**config.mk**
```make
export PLATFORM = sky130hd
export DESIGN_NAME = mux_selftest
export DESIGN_NICKNAME = d
export VERILOG_FILES = /design/src/rtl/mux_selftest_pkg.sv /design/src/rtl/mux_selftest_golden.sv /design/src/rtl/mux_selftest.sv
export SDC_FILE = /design/constraint.sdc
export NUM_CORES = 1
export LEC_CHECK = 0
export ABC_CLOCK_PERIOD_IN_PS = 2400
export CAP_MARGIN = 20
export CORE_UTILIZATION = 35
export DETAILED_ROUTE_END_ITERATION = 10
export DONT_BUFFER_PORTS = 1
export HOLD_SLACK_MARGIN = 0.02
export SYNTH_ARGS = -nofsm -noshare
export SYNTH_HDL_FRONTEND = slang
export SYNTH_HIERARCHICAL = 1
export SYNTH_SLANG_ARGS = --single-unit
```
**constraint.sdc**
```tcl
create_clock -name clk -period 2.4 [get_ports clk]
set_input_delay 0.48 -clock clk [delete_from_list [all_inputs] [get_ports clk]]
set_output_delay 0.48 -clock clk [all_outputs]
set_load 0.05 [all_outputs]
```
**src/rtl/mux_selftest_pkg.sv**
```systemverilog
// Shared definitions for the mux self-test block: select-code encodings of
// the mux under test, FSM state encoding and vector-sweep constants.
package mux_selftest_pkg;

  // Select codes of the mux under test and the function each one selects
  localparam logic [2:0] SEL_NOT  = 3'b000;
  localparam logic [2:0] SEL_BUF  = 3'b001;
  localparam logic [2:0] SEL_XNOR = 3'b010;
  localparam logic [2:0] SEL_XOR  = 3'b011;
  localparam logic [2:0] SEL_OR   = 3'b100;
  localparam logic [2:0] SEL_NOR  = 3'b101;
  localparam logic [2:0] SEL_AND  = 3'b110;
  localparam logic [2:0] SEL_NAND = 3'b111;

  typedef enum logic [2:0] {
    S_IDLE   = 3'd0,
    S_APPLY  = 3'd1,
    S_SETTLE = 3'd2,
    S_CHECK  = 3'd3,
    S_DONE   = 3'd4
  } state_t;

  // Vector index is {select, sw1, sw0}
  localparam int NUM_VECTORS = 32;
  localparam int IDX_W       = 5;

endpackage

```
**src/rtl/mux_selftest_golden.sv**
```systemverilog
// Golden model of the lab mux: purely combinational expected output for a
// given select code and switch pair. Reusable as a scoreboard by mux benches.
//   i_sel  : select code
//   i_sw0  : switch a
//   i_sw1  : switch b
//   o_exp  : expected mux output
module mux_golden
  import mux_selftest_pkg::*;
(
  input  logic [2:0] i_sel,
  input  logic       i_sw0,
  input  logic       i_sw1,
  output logic       o_exp
);

  always_comb begin
    o_exp = 1'b0;
    case (i_sel)
      SEL_NOT:  o_exp = ~i_sw0;
      SEL_BUF:  o_exp =  i_sw0;
      SEL_XNOR: o_exp = ~(i_sw0 ^ i_sw1);
      SEL_XOR:  o_exp =  i_sw0 ^ i_sw1;
      SEL_OR:   o_exp =  i_sw0 | i_sw1;
      SEL_NOR:  o_exp = ~(i_sw0 | i_sw1);
      SEL_AND:  o_exp =  i_sw0 & i_sw1;
      SEL_NAND: o_exp = ~(i_sw0 & i_sw1);
      default:  o_exp = 1'b0;
    endcase
  end

endmodule

```
**src/rtl/mux_selftest.sv**
```systemverilog
// On-board stimulus generator/checker for the 3-bit-select lab mux. A start
// pulse sweeps all 32 {select, sw1, sw0} vectors, waits SETTLE_CYCLES after
// each, samples the mux output and compares it with the golden model.
//   clk, rst_n            : clock, async active-low reset
//   start                 : one-cycle pulse, begins a sweep (ignored if busy)
//   mux_out_i             : output of the mux under test (same clock domain)
//   sw0_o, sw1_o, select_o: stimulus to the mux under test
//   busy, done, pass      : sweep status; pass valid while done
//   err_count             : number of mismatching vectors
//   fail_valid/sel/sw     : first mismatching vector
module mux_selftest
  import mux_selftest_pkg::*;
#(
  parameter int SETTLE_CYCLES = 4
) (
  input  logic       clk,
  input  logic       rst_n,
  input  logic       start,
  input  logic       mux_out_i,
  output logic       sw0_o,
  output logic       sw1_o,
  output logic [2:0] select_o,
  output logic       busy,
  output logic       done,
  output logic       pass,
  output logic [5:0] err_count,
  output logic       fail_valid,
  output logic [2:0] fail_sel,
  output logic [1:0] fail_sw
);

  localparam logic [3:0]       CNT_LAST = 4'(SETTLE_CYCLES - 1);
  localparam logic [IDX_W-1:0] IDX_LAST = IDX_W'(NUM_VECTORS - 1);

  state_t           r_state, w_next;
  logic [IDX_W-1:0] r_idx;
  logic [3:0]       r_cnt;
  logic             w_exp;

  // Expected value is taken from the registered stimulus, i.e. exactly what
  // the mux is seeing during CHECK.
  mux_golden u_golden (
    .i_sel (select_o),
    .i_sw0 (sw0_o),
    .i_sw1 (sw1_o),
    .o_exp (w_exp)
  );

  always_ff @(posedge clk or negedge rst_n) begin
    if (!rst_n) r_state <= S_IDLE;
    else        r_state <= w_next;
  end

  always_comb begin
    w_next = r_state;
    case (r_state)
      S_IDLE:   if (start) w_next = S_APPLY;
      S_APPLY:  w_next = S_SETTLE;
      S_SETTLE: if (r_cnt == CNT_LAST) w_next = S_CHECK;
      S_CHECK:  w_next = (r_idx == IDX_LAST) ? S_DONE : S_APPLY;
      S_DONE:   w_next = S_IDLE;
      default:  w_next = S_IDLE;
    endcase
  end

  always_ff @(posedge clk or negedge rst_n) begin
    if (!rst_n) begin
      r_idx      <= '0;
      r_cnt      <= '0;
      sw0_o      <= 1'b0;
      sw1_o      <= 1'b0;
      select_o   <= '0;
      busy       <= 1'b0;
      done       <= 1'b0;
      pass       <= 1'b0;
      err_count  <= '0;
      fail_valid <= 1'b0;
      fail_sel   <= '0;
      fail_sw    <= '0;
    end else begin
      case (r_state)
        S_IDLE: begin
          // Previous results and stimulus hold until a new sweep starts
          if (start) begin
            r_idx      <= '0;
            busy       <= 1'b1;
            done       <= 1'b0;
            pass       <= 1'b0;
            err_count  <= '0;
            fail_valid <= 1'b0;
            fail_sel   <= '0;
            fail_sw    <= '0;
          end
        end
        S_APPLY: begin
          {select_o, sw1_o, sw0_o} <= r_idx;
          r_cnt                    <= '0;
        end
        S_SETTLE: r_cnt <= r_cnt + 4'd1;
        S_CHECK: begin
          if (mux_out_i != w_exp) begin
            err_count <= err_count + 6'd1;
            if (!fail_valid) begin
              fail_valid <= 1'b1;
              fail_sel   <= select_o;
              fail_sw    <= {sw1_o, sw0_o};
            end
          end
          if (r_idx != IDX_LAST) r_idx <= r_idx + 1'b1;
        end
        S_DONE: begin
          done <= 1'b1;
          pass <= (err_count == '0);
          busy <= 1'b0;
        end
        default: ;
      endcase
    end
  end

endmodule
```
==> results.tsv <==
metric	value	unit
Required @ worst endpoint	2.56	ns
fin crit share	93.6	%
delay-heaviest family, CP	multiplexers	
H-Tree Depth	2	
EDFF count, synth	0	
most used flip-flop cell after synthesis	dfrtp_1	
routed vias	1170	
Overall Global Routing Usage	14.3	%
Async SR Flop Fraction	100	%
Max Fclk	0.445	GHz
commonest cells after routing, fill and taps aside	dfrtp_1, o21ai_0, inv_1, nand2_1, buf_4	
clk_skew	0.00697	ns
TNS Setup	0	ns
routability congestion estimate	0.756	
max incr delay on CP	0.52	ns
WHS Path Cells	2	
Leak Pwr	0.826	nW
routed vias/inst	5.42	
die height	70.4	µm
Final min period	2.25	ns
critical path depth	7	
vias in the first global route	1237	
slowest CP cell	mux4_2	
I/O Pins	24	
PD cells	641	nW/µm²
CTS tree	yes	
DR iter-0 viols	170	
Mean Syn Cell Area	10.8	µm²
Pre-antenna DRT Iters	4	
Worst-path clk slew	0.07	ns
Routed WL per cell	14.8	µm
pin count of the biggest net entering global routing	33	
commonest non-fill, non-tap cell in the layout	dfrtp_1	
initial antenna violation count	0	
DP HPWL	2.29	mm
layout cells sized above 1	18.3	%
Reg2Reg Depth	7	
Routed Antenna Nets	0	
initial core utilization	37.1	%
n_diodes	0	
core area	4410	µm²
chip width	70.4	µm
worst min-delay path class	input pin to flop	
CTS root buffer	clkbuf_8	
slew margin rel.	57.6	%
Seq/Total Area, Yosys	48.9	%
WP buf/inv	1	
setup repair bufs after CTS	0	
Layout Nets	174	
Num CTS Buffers	5	
final setup violation count	0	
Bufs on Longest Clock Path	2	
Worst Path Max Fanout	7	
Crit. End Element	flop	
reg-to-reg critical path startpoint	sw0_o$_DFFE_PN0P_	
outcome	finished clean	
first-pass GRT wire length	5.57	mm
area delta synth->final	15.4	%
Mapped Area	1640	µm²
DP Cell Count	206	
Hold Crit Start	start	
gate count of the mapped netlist	151	
worst flop-to-flop path endpoint	err_count[3]$_DFFE_PN0P_	
Synth Register Bits	32	
crit-path cells	inv_1 -> ha_1 -> mux4_2 -> xnor2_4 -> xnor2_2 -> nor2_2 -> a221o_1	
RSZ-0062 raised after global routing	no	
Worst-Margin Slew	0.637	ns
final wirelength	3.20	mm
WP data arrival	2.41	ns
Crit Path Category	flop to flop	
PortBufs	0	
Distinct cells, synth	42	
Ys Warns	6	
peak supply drop	0.197	mV
Hold Path Sink	r_state[0]$_DFFE_PN0P_	
max cap viols	0	
GRT overflow	0	
Slew Limit Fails	0	
clk sinks	32	
final hold violation count	0	
Mapped Nets	162	
final std cells w/o fill	216	
DRC	0	
die area	4950	µm²
CP Launch Type	flop	
latest clock arrival within the worst-skew pair	0.28	ns
setup slack, reg-to-reg	0.15	ns
FP Rows	24	
worst reg2reg max path: cells and delay by family (launching register included):
kind	cells	cell delay, ns
simple gates	1	0.13
xor+xnor	2	0.44
flops	1	0.39
compound gates	1	0.33
fa+ha+maj	1	0.27
buf+inv	1	0.05
mux	1	0.52
area by class of cell:
type                            instances  area [µm²]
Clock buffer                            6        82.6
Timing Repair Buffer                   10        90.1
Multi-Input combinational cell        102         792
Inverter                               12        45.0
Fill cell                             445        2530
Clock inverter                          2        10.0
Sequential cell                        32         803
Tap cell                               52        65.1
worst max-delay path by stage:
stage | slack, ns | endpoint | startpoint
after detailed placement | 0.13 | err_count[3]$_DFFE_PN0P_ | sw0_o$_DFFE_PN0P_
after floorplan | 0.03 | err_count[3]$_DFFE_PN0P_ | sw0_o$_DFFE_PN0P_
final | 0.15 | err_count[3]$_DFFE_PN0P_ | sw0_o$_DFFE_PN0P_
after global routing | 0.04 | err_count[2]$_DFFE_PN0P_ | sw0_o$_DFFE_PN0P_
after CTS | 0.12 | err_count[3]$_DFFE_PN0P_ | sw0_o$_DFFE_PN0P_
after global placement | 0.20 | err_count[2]$_DFFE_PN0P_ | sw0_o$_DFFE_PN0P_
cell families after synthesis:
kind of cell	Yosys count	synth area share, %
AOI/OAI and AO/OA	37	15.5
DFF	32	48.9
muxes	8	5.81
xor gates and xnor gates	6	3.21
and+or+nand+nor	44	16.3
buffers and inverters	17	4.89
adders and majority gates	7	5.35
repair_timing:
action	in CTS	in global routing
setup endpoints to repair	0	6
gates resized for setup	0	2
endpoints found under the hold margin	32	7
hold buffers	1	1
power by group:
part | total, mW | internal, mW | switching (mW)
registers | 0.700 | 0.564 | 0.136
logic | 0.0867 | 0.0442 | 0.0425
clock network | 0.423 | 0.228 | 0.195
per-layer routing:
metal,up-vias,part of all wire (%),global-route usage (%)
met5,-,0,0
met4,0,0.50,3.78
met3,3,6.2,5.77
met2,30,48,22.9
met1,571,45,17.9
li1,566,-,-
synthesized netlist by cell type, types with 2 or more instances:
master | number | area, µm²
xnor2_1 | 5 | 43.8
mux2_2 | 2 | 22.5
clkbuf_1 | 2 | 7.51
nor3b_1 | 2 | 15.0
nor2_1 | 4 | 15.0
o21ai_0 | 13 | 65.1
a21oi_1 | 6 | 30.0
mux2i_1 | 5 | 50.1
nor4b_1 | 4 | 35.0
ha_1 | 7 | 87.6
a221o_1 | 2 | 20.0
o211ai_1 | 2 | 15.0
a22o_1 | 6 | 52.6
dfrtp_1 | 32 | 801
nand3_1 | 5 | 25.0
a22oi_1 | 2 | 15.0
and2_1 | 2 | 12.5
inv_1 | 12 | 45.0
buf_6 | 2 | 22.5
nor2b_1 | 3 | 18.8
nand2_1 | 12 | 45.0
state kept, by name, summed over array words and instances, names as in the netlist:
signal / flops
pass: 1
fail_sw: 2
busy: 1
sw1_o: 1
r_cnt: 4
r_state: 3
fail_valid: 1
select_o: 3
sw0_o: 1
done: 1
err_count: 6
fail_sel: 3
r_idx: 5
through the flow:
stage	instance area (µm²)	setup WS (ns)	total power [mW]	utilization, %	hold slack, ns
6_report	1890	0.154	1.21	42.8	0.367
4_1_cts	1860	0.115	1.23	42.2	0.0227
5_1_grt	1890	0.0414	1.27	42.8	0.375
3_3_place_gp	1750	0.199	0.780	39.7	0.185
2_1_floorplan	1660	0.0253	0.758	-	0.184
3_5_place_dp	1750	0.131	0.784	39.7	0.185
(Power assumes the default switching activity.)
